`config.mk`:
```
export PLATFORM = sky130hd
export DESIGN_NAME = bram32k_wr_arb
export DESIGN_NICKNAME = d
export VERILOG_FILES = /design/src/rtl/bram32k_wr_arb_pkg.sv /design/src/rtl/wr_arb_burst_ctr.sv /design/src/rtl/bram32k_wr_arb.sv
export SDC_FILE = /design/constraint.sdc
export NUM_CORES = 1
export LEC_CHECK = 0
export CAP_MARGIN = 10
export CORE_AREA = 2 2 196 198
export CTS_BUF_LIST = sky130_fd_sc_hd__clkbuf_4 sky130_fd_sc_hd__clkbuf_8
export DETAILED_ROUTE_END_ITERATION = 6
export DIE_AREA = 0 0 198 200
export HOLD_SLACK_MARGIN = 0.1
export PLACE_DENSITY = 0.62
export SLEW_MARGIN = 30
export SYNTH_ARGS = -nofsm -noshare
export SYNTH_HDL_FRONTEND = slang
export SYNTH_SLANG_ARGS = --single-unit
```
`constraint.sdc`:
```
create_clock -name clk -period 3.35 [get_ports clk]
set_input_delay 0.335 -clock clk [delete_from_list [all_inputs] [get_ports clk]]
set_output_delay 0.335 -clock clk [all_outputs]
set_load 0.05 [all_outputs]
```
`src/rtl/bram32k_wr_arb_pkg.sv`:
```
// Shared constants for the 32k activation BRAM write-port arbiter.
package bram32k_wr_arb_pkg;

  // Arbiter states. The owner states are one-hot so they double as the
  // external owner bus (01 = requester 0, 10 = requester 1, 00 = idle).
  localparam logic [1:0] ArbIdle = 2'b00;
  localparam logic [1:0] ArbOwn0 = 2'b01;
  localparam logic [1:0] ArbOwn1 = 2'b10;

  // Default burst cap and mid-burst stall tolerance.
  localparam int BurstMaxDef = 8;
  localparam int HoldMaxDef  = 4;

endpackage

```
`src/rtl/wr_arb_burst_ctr.sv`:
```
// Burst beat counter and owner-stall counter for the write arbiter.
// Flags the end of the current grant: last beat, beat cap, or stall timeout.
module wr_arb_burst_ctr
  import bram32k_wr_arb_pkg::*;
#(
  parameter int BURST_MAX = BurstMaxDef,
  parameter int HOLD_MAX  = HoldMaxDef
) (
  input  logic clk,
  input  logic rst,
  input  logic xfer,         // beat accepted this cycle
  input  logic last,         // accepted beat is flagged last
  input  logic owned,        // arbiter is in an owner state
  input  logic owner_valid,  // current owner offers a beat
  output logic burst_end,
  output logic hold_expire
);

  localparam int BW = (BURST_MAX > 1) ? $clog2(BURST_MAX) : 1;
  localparam int HW = (HOLD_MAX > 1) ? $clog2(HOLD_MAX) : 1;

  logic [BW-1:0] burst_cnt_q, burst_cnt_d;
  logic [HW-1:0] hold_cnt_q, hold_cnt_d;
  logic          cap_hit;

  // Next-count logic; both counters clear whenever a grant ends.
  always_comb begin
    burst_cnt_d = burst_cnt_q;
    hold_cnt_d  = hold_cnt_q;
    cap_hit     = xfer && (burst_cnt_q == BW'(BURST_MAX - 1));
    hold_expire = owned && !owner_valid && (hold_cnt_q == HW'(HOLD_MAX - 1));
    // last and cap in the same beat still form one burst end
    burst_end   = (xfer && (last || cap_hit)) || hold_expire;
    if (burst_end) begin
      burst_cnt_d = '0;
      hold_cnt_d  = '0;
    end else begin
      if (xfer) burst_cnt_d = burst_cnt_q + BW'(1);
      if (!owned || owner_valid) hold_cnt_d = '0;
      else                       hold_cnt_d = hold_cnt_q + HW'(1);
    end
  end

  // Counter registers.
  always_ff @(posedge clk) begin
    if (rst) begin
      burst_cnt_q <= '0;
      hold_cnt_q  <= '0;
    end else begin
      burst_cnt_q <= burst_cnt_d;
      hold_cnt_q  <= hold_cnt_d;
    end
  end

endmodule

```
`src/rtl/bram32k_wr_arb.sv`:
```
// Write-port arbiter for the 32k activation BRAM pair. Grants whole bursts
// round-robin between the conv writeback packer (s0) and the layer-5
// channel-buffer drain (s1); every BRAM-facing signal is registered.
module bram32k_wr_arb
  import bram32k_wr_arb_pkg::*;
#(
  parameter int AW        = 12,
  parameter int DW        = 64,
  parameter int BURST_MAX = BurstMaxDef,
  parameter int HOLD_MAX  = HoldMaxDef
) (
  input  logic          clk,
  input  logic          rst,
  input  logic          s0_valid,
  output logic          s0_ready,
  input  logic          s0_last,
  input  logic [AW-1:0] s0_addr1,
  input  logic [AW-1:0] s0_addr2,
  input  logic [DW-1:0] s0_din1,
  input  logic [DW-1:0] s0_din2,
  input  logic          s1_valid,
  output logic          s1_ready,
  input  logic          s1_last,
  input  logic [AW-1:0] s1_addr1,
  input  logic [AW-1:0] s1_addr2,
  input  logic [DW-1:0] s1_din1,
  input  logic [DW-1:0] s1_din2,
  output logic          we_BRAM32k,
  output logic [AW-1:0] addr_BRAM32k_1,
  output logic [AW-1:0] addr_BRAM32k_2,
  output logic [DW-1:0] din_BRAM32k_1,
  output logic [DW-1:0] din_BRAM32k_2,
  output logic [1:0]    owner,
  output logic          collision_err,
  output logic [15:0]   beats0,
  output logic [15:0]   beats1
);

  logic [1:0]    state_q, state_d;
  logic          rr_q, rr_d;
  logic          we_q, we_d;
  logic [AW-1:0] addr1_q, addr1_d, addr2_q, addr2_d;
  logic [DW-1:0] din1_q, din1_d, din2_q, din2_d;
  logic          coll_q, coll_d;
  logic [15:0]   beats0_q, beats0_d, beats1_q, beats1_d;

  logic          xfer0, xfer1, xfer, sel1, win_last, owned, owner_valid;
  logic          burst_end, hold_expire;
  logic [AW-1:0] win_addr1, win_addr2;
  logic [DW-1:0] win_din1, win_din2;

  // Ready generation: owner states lock the grant, idle arbitrates
  // combinationally so a new burst starts with no bubble.
  always_comb begin
    s0_ready = 1'b0;
    s1_ready = 1'b0;
    if (!rst) begin
      case (state_q)
        ArbOwn0: s0_ready = 1'b1;
        ArbOwn1: s1_ready = 1'b1;
        default: begin
          if (s0_valid && (!s1_valid || !rr_q)) s0_ready = 1'b1;
          else if (s1_valid)                    s1_ready = 1'b1;
        end
      endcase
    end
  end

  assign xfer0       = s0_valid && s0_ready;
  assign xfer1       = s1_valid && s1_ready;
  assign xfer        = xfer0 || xfer1;
  assign sel1        = s1_ready;
  assign win_last    = sel1 ? s1_last  : s0_last;
  assign win_addr1   = sel1 ? s1_addr1 : s0_addr1;
  assign win_addr2   = sel1 ? s1_addr2 : s0_addr2;
  assign win_din1    = sel1 ? s1_din1  : s0_din1;
  assign win_din2    = sel1 ? s1_din2  : s0_din2;
  assign owned       = (state_q != ArbIdle);
  assign owner_valid = (state_q == ArbOwn1) ? s1_valid : s0_valid;

  wr_arb_burst_ctr #(
    .BURST_MAX (BURST_MAX),
    .HOLD_MAX  (HOLD_MAX)
  ) u_burst_ctr (
    .clk         (clk),
    .rst         (rst),
    .xfer        (xfer),
    .last        (win_last),
    .owned       (owned),
    .owner_valid (owner_valid),
    .burst_end   (burst_end),
    .hold_expire (hold_expire)
  );

  // Grant state and round-robin pointer; a burst end hands priority
  // to the side that did not just own the port.
  always_comb begin
    state_d = state_q;
    rr_d    = rr_q;
    if (burst_end) begin
      state_d = ArbIdle;
      rr_d    = !sel1;
    end else if (xfer) begin
      state_d = sel1 ? ArbOwn1 : ArbOwn0;
    end
  end

  // BRAM-side payload, sticky collision flag and per-requester stats.
  always_comb begin
    we_d     = xfer;
    addr1_d  = xfer ? win_addr1 : addr1_q;
    addr2_d  = xfer ? win_addr2 : addr2_q;
    din1_d   = xfer ? win_din1  : din1_q;
    din2_d   = xfer ? win_din2  : din2_q;
    coll_d   = coll_q || (xfer && (win_addr1 == win_addr2));
    beats0_d = beats0_q + 16'(xfer0);
    beats1_d = beats1_q + 16'(xfer1);
  end

  // All arbiter and BRAM-facing registers.
  always_ff @(posedge clk) begin
    if (rst) begin
      state_q  <= ArbIdle;
      rr_q     <= 1'b0;
      we_q     <= 1'b0;
      addr1_q  <= '0;
      addr2_q  <= '0;
      din1_q   <= '0;
      din2_q   <= '0;
      coll_q   <= 1'b0;
      beats0_q <= '0;
      beats1_q <= '0;
    end else begin
      state_q  <= state_d;
      rr_q     <= rr_d;
      we_q     <= we_d;
      addr1_q  <= addr1_d;
      addr2_q  <= addr2_d;
      din1_q   <= din1_d;
      din2_q   <= din2_d;
      coll_q   <= coll_d;
      beats0_q <= beats0_d;
      beats1_q <= beats1_d;
    end
  end

  assign we_BRAM32k     = we_q;
  assign addr_BRAM32k_1 = addr1_q;
  assign addr_BRAM32k_2 = addr2_q;
  assign din_BRAM32k_1  = din1_q;
  assign din_BRAM32k_2  = din2_q;
  assign owner          = state_q;
  assign collision_err  = coll_q;
  assign beats0         = beats0_q;
  assign beats1         = beats1_q;

endmodule

```
==> out/qor.yml, run 1 <==
layout:
  area_growth_pct: 76.6
  fin_nets: 1602
  finalNonFillerCells: 1806
  antenna_cells: 0
  finalInstanceArea_sq_um: 13700
  drive_above_1_share_pct: 4.17
synthesis:
  synth_most_common_cell: "dfxtp_1"
  synthTopCellsByArea: "dfxtp_1, a222oi_1, nor2_1"
  ys_top_cells_by_count: "dfxtp_1, nor2_1, a222oi_1"
  avgSynthCellArea_sq_um: 9.40
  synth_top_area_share_pct: 50.0
  async_reset_ff_share_pct: 0
  yosys.area.top_type: "dfxtp_1"
  ys_seq_area_share_pct: 50.0
  ys_ff_latch: 194
  synth_edf_count: 0
  ys_warn_count: 0
  synth_nets: 1146
  ys_types: 43
  syn_area_sq_um: 7760
  synthCells: 826
  synth-main-ff-cell: "dfxtp_1"
drt:
  vias: 8574
  route.final.wire_length_mm: 32.2
  drc_errors: 9
  drt_pass1_iterations: 7
  drtIter0Drc: 808
  antenna_left: 0
  drt-wirelength-per-cell_um: 17.8
  via_per_inst: 4.75
place:
  place_congestion: 0.825
  place_inst: 1773
  hpwl_mm: 23.3
  io_buffers: 499
  detailed_place.area_sq_um: 13300
power_and_ir_drop:
  p_per_area_nw_per_um2: 467
  peakVddDrop_uv: 228
  power_leakage_nw: 4.86
timing:
  setup_violations: 0
  max-slew-margin-rel_pct: 44.8
  finalMaxSlewViolations: 0
  fin_skew_ps: 19.0
  fmax_ghz: 0.319
  rsz0062_at_grt: "no"
  hold_viol: 0
  worst_pin_slew_ps: 828
  period_share_pct: 93.7
  final.min_clock_period_ps: 3140
  fin_tns_setup_ps: 0
global_route:
  antenna_found_initial: 0
  grt_pass1_vias: 7993
  grt_max_degree: 90
  grt_usage_pct: 15.0
  grt_pass1_wl_mm: 45.8
  grt-ovfl-total: 0
status:
  failed_checks: "design-rule violations"
  status: "finished with violations"
setup_path:
  endpoint_kind: "output port"
  critPathBufInv: 2
  worstPathCellList: "inv_1 > ha_1 > nand2b_1 > o21a_1 > nor2_1 > clkdlybuf4s50_1"
  arrival_ps: 2800
  cp-start-kind: "register"
  slowest_delay_ps: 860
  worstPathRequired_ps: 3010
  slowest_stage: "clkdlybuf4s50_1"
  path_class: "register to output port"
  path_delay_family: "buffers and inverters"
  cp_max_fo: 9
floorplanning:
  rows: 71
  ioPinCount: 500
  die_h_um: 200
  core_sq_um: 37400
  dieWidth_um: 198
  die-area_sq_um: 39600
  start_util_pct: 20.8
clocking:
  insertion_delay_ps: 500
  cts_setup_buffers: 0
  clk_pin_slew_worst_paths_ps: 100
  cts-buffers-inserted: 17
  root_buffer: "clkbuf_8"
  cts_resized: 0
  cts_tree: "built"
  cts_sinks: 194
  cts.htree.levels: 4
  clk_path_buf_depth: 2
worst_hold_path:
  min_path_type: "register to register"
flow_run:
  drv_cap: 0
[logic make-up (layout without fill, tap and decap cells)]
family          Yosys count  in the layout  share of synthesized area (%)
fa+ha+maj                10             10                           1.61
xor+xnor                 49             49                           5.53
buf+inv                  84            553                           4.42
compound gates          179            179                           21.7
simple gates            309            309                           16.6
mux                       1              1                          0.129
flops                   194            194                           50.0
[per-layer routing]
layer,global-route usage [%],vias to the layer above,part of all wire (%)
met3,5.06,39,8.2
met2,24.3,362,48
met4,5.46,0,2.2
met5,0,-,0
li1,-,4034,-
met1,18.5,4139,41
[worst register-to-register path, cell delays in order, from the launching register on]
cell and delay, ps:
dfxtp_1 390, inv_1 80, ha_1 430, inv_1 130, a211oi_4 310, ha_1 260
ha_1 200, and2_0 290, and3_1 190, nand3_1 90, xor2_1 160, nor2_1 50
[final timing paths]
kind	start	endpoint	slack (ps)	depth (start not counted)
worst max-delay path	owner[0]$_SDFFE_PP0P_	s1_ready	210	6
worst min-delay path	u_burst_ctr.hold_cnt_q[0]$_SDFF_PP0_	u_burst_ctr.hold_cnt_q[0]$_SDFF_PP0_	430	1
worst max register to register	owner[1]$_SDFFE_PP0P_	beats1[14]$_SDFF_PP0_	630	11
worst min register to register	u_burst_ctr.hold_cnt_q[0]$_SDFF_PP0_	u_burst_ctr.hold_cnt_q[0]$_SDFF_PP0_	430	1
[layout by cell type, fill, tap and decap left out, drive strengths merged, types with 5 or more instances in the layout]
master         netlist  layout
clkdlybuf4s50        0     498
nand3               15      15
nor2b                7       7
nor3                 5       5
a311oi              24      24
xor2                24      24
buf                 17      14
nand2               65      65
or3                  5       5
a21oi               10      10
inv                  8      12
dfxtp              194     194
nand4               13      13
ha                  10      10
clkbuf              59      19
nor2               185     185
a222oi             128     128
o21ai                6       6
xnor2               25      25
[sequential cells by signal, indices dropped and copies added (netlist names)]
register	count
we_BRAM32k	1
din_BRAM32k_2	64
din_BRAM32k_1	64
owner	2
beats0	16
addr_BRAM32k_2	12
u_burst_ctr.hold_cnt_q	2
rr_q	1
collision_err	1
addr_BRAM32k_1	12
beats1	16
u_burst_ctr.burst_cnt_q	3
[power breakdown]
| part | switching (W) | internal, W |
|---|---|---|
| Combinational | 0.00122 | 0.000881 |
| Sequential | 0.000107 | 0.00249 |
| Clock | 0.000926 | 0.000780 |
[metrics by stage]
stage / total power [W] / utilization (%) / hold WS, ps / setup slack [ps]
after detailed placement: 0.00475 / 35.5 / 427 / 521
after global placement: 0.00473 / 35.5 / 414 / 554
after floorplan: 0.00382 / - / 403 / 388
final: 0.00640 / 36.7 / 433 / 212
after CTS: 0.00649 / 36.6 / 391 / 150
after global routing: 0.00669 / 36.7 / 412 / 44.6
[layout make-up]
cell class              count  area (sq um)
fillers                  3793         23700
repair buffers            513          5170
flip-flops and latches    194          3880
multi-input cells         548          3560
well taps                 511           639
clock buffers              19           255
clock inverters            13           175
inverters                   8          30.0
[what timing repair did]
| action | in CTS | in global routing |
|---|---|---|
| hold endpoints to repair | 5 | 0 |
| endpoints found under the setup margin | 0 | 0 |
| hold buffers | 1 | 0 |
No activity file was read; power rests on OpenSTA's default activity.
==> run 2, diff against run 1 <==
- REMOVE_ABC_BUFFERS: unset -> 1
==> out/qor.yml, run 2 (synthesized netlist as in run 1, its figures left out) <==
timing:
  max-slew-margin-rel_pct: 42.5  # -2.3 points
  hold_viol: 0  # unchanged
  setup_violations: 0  # unchanged
  final.min_clock_period_ps: 2920  # -213 ps
  fin_skew_ps: 13.8  # -5.28 ps
  finalMaxSlewViolations: 0  # unchanged
  fmax_ghz: 0.342  # +7.3%
  rsz0062_at_grt: "no"
  worst_pin_slew_ps: 863  # +34.6 ps
  fin_ws_ps: 425  # +213 ps
  period_share_pct: 87.3  # -6.4 points
global_route:
  grt_pass1_vias: 8052  # +0.74%
  antenna_found_initial: 2  # +2
  grt_usage_pct: 15.0  # +0.023 points
  grt_max_degree: 73  # -19%
  grt_pass1_wl_mm: 45.8  # unchanged
  grt-ovfl-total: 0  # unchanged
clocking:
  clk_pin_slew_worst_paths_ps: 100  # about the same
  cts-buffers-inserted: 17  # unchanged
  insertion_delay_ps: 490  # about the same
  cts.htree.levels: 4  # unchanged
  cts_setup_buffers: 0  # unchanged
  cts_tree: "built"
  clk_path_buf_depth: 2  # unchanged
  root_buffer: "clkbuf_8"
  cts_sinks: 194  # unchanged
layout:
  mostFrequentLayoutCells: "clkdlybuf4s50_1, dfxtp_1, nor2_1"
  fin_nets: 1600  # -0.12%
  area_growth_pct: 75.8
  finalNonFillerCells: 1804  # -0.11%
  drive_above_1_share_pct: 4.02  # -0.15 points
  layout_commonest_cell: "clkdlybuf4s50_1"
  finalInstanceArea_sq_um: 13600  # -0.47%
setup_path:
  critPathBufInv: 3  # +1
  path_delay_family: "buffers and inverters"
  slowest_delay_ps: 840  # -20 ps
  slowest_stage: "clkdlybuf4s50_1"
  worstPathRequired_ps: 3010  # about the same
  cp_max_fo: 9  # unchanged
  crit_top_cell: "inv_1"
  cp-start-kind: "register"
  worstPathCellList: "inv_1 > ha_1 > inv_1 > nand3_1 > a21oi_1 > clkdlybuf4s50_1"
  path_class: "register to output port"
  arrival_ps: 2590  # -210 ps
  endpoint_kind: "output port"
floorplanning:
  die-area_sq_um: 39600  # unchanged
  dieWidth_um: 198  # unchanged
  start_util_pct: 20.8  # unchanged
  rows: 71  # unchanged
  die_h_um: 200  # unchanged
  ioPinCount: 500  # unchanged
  core_sq_um: 37400  # unchanged
place:
  preCtsSetupSlack_ps: 546  # +24.5 ps
  io_buffers: 499  # unchanged
  place_congestion: 0.798  # -3.3%
  detailed_place.area_sq_um: 13200  # -0.23%
  hpwl_mm: 23.5  # +0.77%
  place_inst: 1771  # -0.11%
status:
  status: "finished with violations"
  failed_checks: "design-rule violations"
drt:
  via_per_inst: 4.72  # -0.55%
  antenna_left: 0  # unchanged
  vias: 8517  # -0.66%
  drc_errors: 3  # -6
  drtIter0Drc: 703  # -13%
  drt-wirelength-per-cell_um: 18.0  # +0.92%
  route.final.wire_length_mm: 32.5  # +0.80%
  drt_pass1_iterations: 7  # unchanged
worst_hold_path:
  min_path_type: "register to register"
power_and_ir_drop:
  power_leakage_nw: 4.84  # -0.38%
  peakVddDrop_uv: 303  # +33%
  p_per_area_nw_per_um2: 461  # -1.2%
  finalPower_w: 0.00629  # -1.7%
flow_run:
  drv_cap: 0  # unchanged
-- run 2: repair_timing --
| item | 4_1_cts | 5_1_grt |
|---|---|---|
| gates resized for setup | 0 | 0 |
| hold buffers | 1 | 0 |
| hold endpoints to repair | 2 | 0 |
-- run 2: final cells by class --
| type | instances | area [sq um] |
|---|---|---|
| Fill cell | 3757 | 23800 |
| Timing Repair Buffer | 511 | 5140 |
| Sequential cell | 194 | 3880 |
| Multi-Input combinational cell | 548 | 3560 |
| Tap cell | 511 | 639 |
| Clock buffer | 20 | 269 |
| Clock inverter | 11 | 129 |
| Inverter | 8 | 30.0 |
| Antenna cell | 1 | 2.50 |
-- run 2: worst paths after layout --
| check | slack, ps | start | depth (start not counted) | to |
|---|---|---|---|---|
| setup reg to reg | 620 | owner[0]$_SDFFE_PP0P_ | 11 | beats0[14]$_SDFF_PP0_ |
| setup / recovery | 430 | owner[0]$_SDFFE_PP0P_ | 6 | s0_ready |
| hold / removal | 430 | u_burst_ctr.hold_cnt_q[0]$_SDFF_PP0_ | 1 | u_burst_ctr.hold_cnt_q[0]$_SDFF_PP0_ |
| hold reg to reg | 430 | u_burst_ctr.hold_cnt_q[0]$_SDFF_PP0_ | 1 | u_burst_ctr.hold_cnt_q[0]$_SDFF_PP0_ |
-- run 2: metal layers --
metal | vias to the layer above | GRT usage [%] | routed length, um
met1 | 4058 | 17.4 | 12700
met4 | 2 | 5.29 | 807
met3 | 46 | 5.21 | 2710
met5 | - | 0 | 12
met2 | 381 | 25.7 | 16200
li1 | 4030 | - | -
-- run 2: power breakdown --
part           leakage, nW  total, W  internal, W  switching [W]
Clock                0.199   0.00160     0.000713       0.000892
Sequential            1.58   0.00259      0.00249       0.000103
Combinational         3.06   0.00210     0.000875        0.00122
-- run 2: stage by stage --
step                hold slack, ps  utilization (%)  setup TNS [ps]
floorplan                      403                -         -404730
global placement               415             35.4               0
detailed placement             424             35.4               0
CTS                            401             36.5               0
global route                   407             36.5               0
finish                         434             36.5               0
-- run 2: worst register-to-register path, delay by kind of cell (launching register included) --
family	cells	cell delay, ps
buffers and inverters	2	280
AOI/OAI and AO/OA	2	380
and+or+nand+nor	4	830
adders and majority gates	3	800
DFF	1	370
